==> config.mk <==
export PLATFORM = sky130hd
export DESIGN_NAME = reg_wr_burst_decoder
export DESIGN_NICKNAME = d
export VERILOG_FILES = /design/src/rtl/reg_wr_burst_decoder.sv
export SDC_FILE = /design/constraint.sdc
export NUM_CORES = 1
export LEC_CHECK = 0
export ABC_AREA = 1
export BUFFER_PORTS_ARGS = -buffer_cell sky130_fd_sc_hd__buf_2
export CAP_MARGIN = 0
export CORE_MARGIN = 2
export CORE_UTILIZATION = 25
export CTS_CLUSTER_DIAMETER = 50
export DETAILED_ROUTE_END_ITERATION = 7
export SYNTH_ARGS = -nofsm -noshare
export SYNTH_HDL_FRONTEND = slang
export SYNTH_SLANG_ARGS = --single-unit
==> constraint.sdc <==
create_clock -name clk -period 2.2 [get_ports clk]
set_clock_uncertainty 0.2 [all_clocks]
set_input_delay 0.44 -clock clk [delete_from_list [all_inputs] [get_ports clk]]
set_output_delay 0.44 -clock clk [all_outputs]
set_load 0.01 [all_outputs]
==> src/rtl/reg_wr_burst_decoder.sv <==
// Register-file write-enable generator: decodes bursts of consecutive register
// indices into registered one-hot write enables, with stall, abort and optional r0 masking.
module reg_wr_burst_decoder #(
    parameter int unsigned ADDR_W       = 3,
    parameter int unsigned LEN_W        = 3,
    parameter int unsigned PROTECT_ZERO = 0
) (
    input  logic                   clk,
    input  logic                   rst_n,
    input  logic                   req_valid,
    output logic                   req_ready,
    input  logic [ADDR_W-1:0]      req_addr,
    input  logic [LEN_W-1:0]       req_len,
    input  logic                   enable,
    input  logic                   abort,
    output logic [2**ADDR_W-1:0]   wr_en,
    output logic [ADDR_W-1:0]      wr_idx,
    output logic                   busy,
    output logic                   done
);

    localparam int unsigned NUM_REGS = 2**ADDR_W;

    typedef enum logic {StIdle, StBurst} state_e;

    state_e              state;
    logic [ADDR_W-1:0]   cur_addr;
    logic [LEN_W-1:0]    remaining;
    logic [NUM_REGS-1:0] dec;

    assign req_ready = (state == StIdle) & ~abort;
    assign busy      = (state == StBurst);

    // The zero slot still takes a beat when masked; only its enable line is suppressed.
    always_comb begin
        dec           = '0;
        dec[cur_addr] = 1'b1;
        if (PROTECT_ZERO != 0) begin
            dec[0] = 1'b0;
        end
    end

    always_ff @(posedge clk) begin
        if (!rst_n) begin
            state     <= StIdle;
            wr_en     <= '0;
            wr_idx    <= '0;
            done      <= 1'b0;
            cur_addr  <= '0;
            remaining <= '0;
        end else begin
            case (state)
                StIdle: begin
                    wr_en <= '0;
                    done  <= 1'b0;
                    if (req_valid && req_ready) begin
                        cur_addr  <= req_addr;
                        remaining <= req_len;
                        state     <= StBurst;
                    end
                end
                StBurst: begin
                    if (abort) begin
                        state <= StIdle;
                        wr_en <= '0;
                        done  <= 1'b0;
                    end else if (!enable) begin
                        wr_en <= '0;
                        done  <= 1'b0;
                    end else begin
                        wr_en    <= dec;
                        wr_idx   <= cur_addr;
                        cur_addr <= cur_addr + 1'b1;
                        if (remaining == '0) begin
                            done  <= 1'b1;
                            state <= StIdle;
                        end else begin
                            remaining <= remaining - 1'b1;
                            done      <= 1'b0;
                        end
                    end
                end
                default: begin
                    state <= StIdle;
                    wr_en <= '0;
                    done  <= 1'b0;
                end
            endcase
        end
    end

endmodule

==> metrics <==
remaining antenna violation count 0; R2R Path End remaining[1]; largest net degree at the start of global routing 13; # Post-CTS Setup Buffers 0; Syn Nets 127; total CTS buffers 3; antenna violations before repair 0; final period utilization 81.6%; pre-CTS setup slack 679 ps; Worst-Skew Late Latency 290 ps; CP Capture Type output pin; final non-filler cell total 183; drt first pass iters 4; global router's overall resource usage 10.4%; Post-CTS Resized 0; core area 3100 um2; Critical Path RT 1560 ps; total number of vias 760; GR Overflow Total 0; Hold Crit Class primary input to register; slowest stage cell, crit path dfxtp_1; # port buffers 24; RSZ-0062 raised after global routing no; worst setup path end req_ready; CP Launch Type register; Final Max Tran Viols 0; Die Ht 61.6 um; clock root buffer clkbuf_4; reg-to-reg slack, setup 750 ps; critical path type register to output pin; FP Rows 20; initial DRC count 19; Post-DP HPWL 1350 um; Reg2Reg Depth 6; Unique masters post-synth 22; worst relative slew slack 70.9%; CTS clk-pin slew, worst paths 100 ps; # H-tree levels 1; Worst Setup SP busy; post-synthesis cell count 113; largest stage delay on the critical path 600 ps; most frequent cells in the layout nand2_1, buf_2, nor2_1; DR DRC count 0; PwrDens 629 nW/um2; Nets 154; most common cell after layout, fill and taps aside nand2_1; Final Wtd Congestion 0.764; Area Overhead vs Synth 23.0%; crit-path max FO 12; Die Wd 61.6 um; CP Data Arrival Time 1160 ps; total negative setup slack 0 ps; per-cell routed wire length 9.48 um; Initial Utilization 26.7%; reg2reg start busy; Max-Cap Viols 0; WHS Path Cells 3; vias per cell 4.15; number of global-route vias before repair 726; Worst IR Drop VDD 162 uV; Cell Chain, Critical Path nor2_2, buf_2; synthesized flop and latch total 19; fraction of layout cells with a size suffix above 1 30.2%; Hold Violations, Final 0; Routed Wire Length 1740 um; Die Area 3790 um2; Hold Slack 242 ps; final setup fails 0; clk sinks 19; worst hold start req_valid; Tightest Pin Transition 435 ps; Fmax 0.557 GHz; ANT cells 0; maximum buffer depth of the clock tree 2; part of the Yosys area used for sequential elements 45.9%; status completed; CTS tree yes; Avg Synthesized Cell Area 7.33 um2; Synth warnings 0; setup ws final 404 ps; Pleak 0.520 nW; first-pass GRT wire length 2880 um; num ports 25; cell count after placement 179; fin crit period 1800 ps; cell area after synthesis 828 um2; hold buffers post-CTS 0
cells in the mapped netlist (all sizes together):
library cell,number,area share (%)
nand4,1,0.76
inv,12,5.4
or2,2,1.5
a21oi,3,1.8
nand2,31,15
buf,2,1.5
nor3,3,2.4
nor2,23,11
dfxtp,19,46
nand3b,2,1.8
ha,3,4.5
o21ai,8,5.3
nand3,4,3.0
logic make-up (layout without fill, tap and decap cells):
| family | Yosys count | count (layout) | synth area share [%] |
|---|---|---|---|
| AO/OA/AOI/OAI | 11 | 11 | 7.10 |
| adder cells (fa/ha/maj) | 3 | 3 | 4.53 |
| buffers and inverters | 14 | 40 | 6.95 |
| flip-flops | 19 | 19 | 45.9 |
| AND/OR/NAND/NOR | 66 | 66 | 35.5 |
registers in the layout, summed over array words and instances (netlist names):
name	count
busy	1
remaining	3
wr_idx	3
cur_addr	3
wr_en	8
done	1
final cells by class:
| type | count | area [um2] |
|---|---|---|
| Clock buffer | 3 | 22.5 |
| Clock inverter | 1 | 5.00 |
| Fill cell | 340 | 2080 |
| Inverter | 12 | 45.0 |
| Multi-Input combinational cell | 80 | 390 |
| Sequential cell | 19 | 380 |
| Tap cell | 44 | 55.1 |
| Timing Repair Buffer | 24 | 120 |
worst min-delay path by stage:
stage | to | slack (ps)
after floorplan | remaining[0] | 250
after global placement | remaining[1] | 270
after detailed placement | wr_idx[0] | 270
after CTS | busy | 230
after global routing | busy | 240
final | busy | 240
power by group:
part | internal, mW | switching (mW)
logic | 0.0395 | 0.0571
clock network | 0.0677 | 0.104
registers | 0.357 | 0.0157
metrics by stage:
| stage | total power [mW] | util, % | instance area (um2) |
|---|---|---|---|
| after floorplan | 0.449 | - | 828 |
| after global placement | 0.476 | 31.9 | 991 |
| after detailed placement | 0.477 | 31.9 | 991 |
| after CTS | 0.651 | 32.8 | 1020 |
| after global routing | 0.685 | 32.8 | 1020 |
| final | 0.640 | 32.8 | 1020 |
per-layer routing:
metal  track usage, %  part of all wire, %  up-vias
li1                 -                    -      408
met1             11.3                   44      329
met2             18.5                   48       21
met3             3.36                  7.0        2
met4             4.56                  1.6        0
met5                0                    0        -
critical path: cells and delay by family, from the launching register on:
kind,cells,cell delay [ps]
buffers and inverters,1,150
AND/OR/NAND/NOR,1,100
flip-flops,1,600
(Power assumes the default switching activity.)
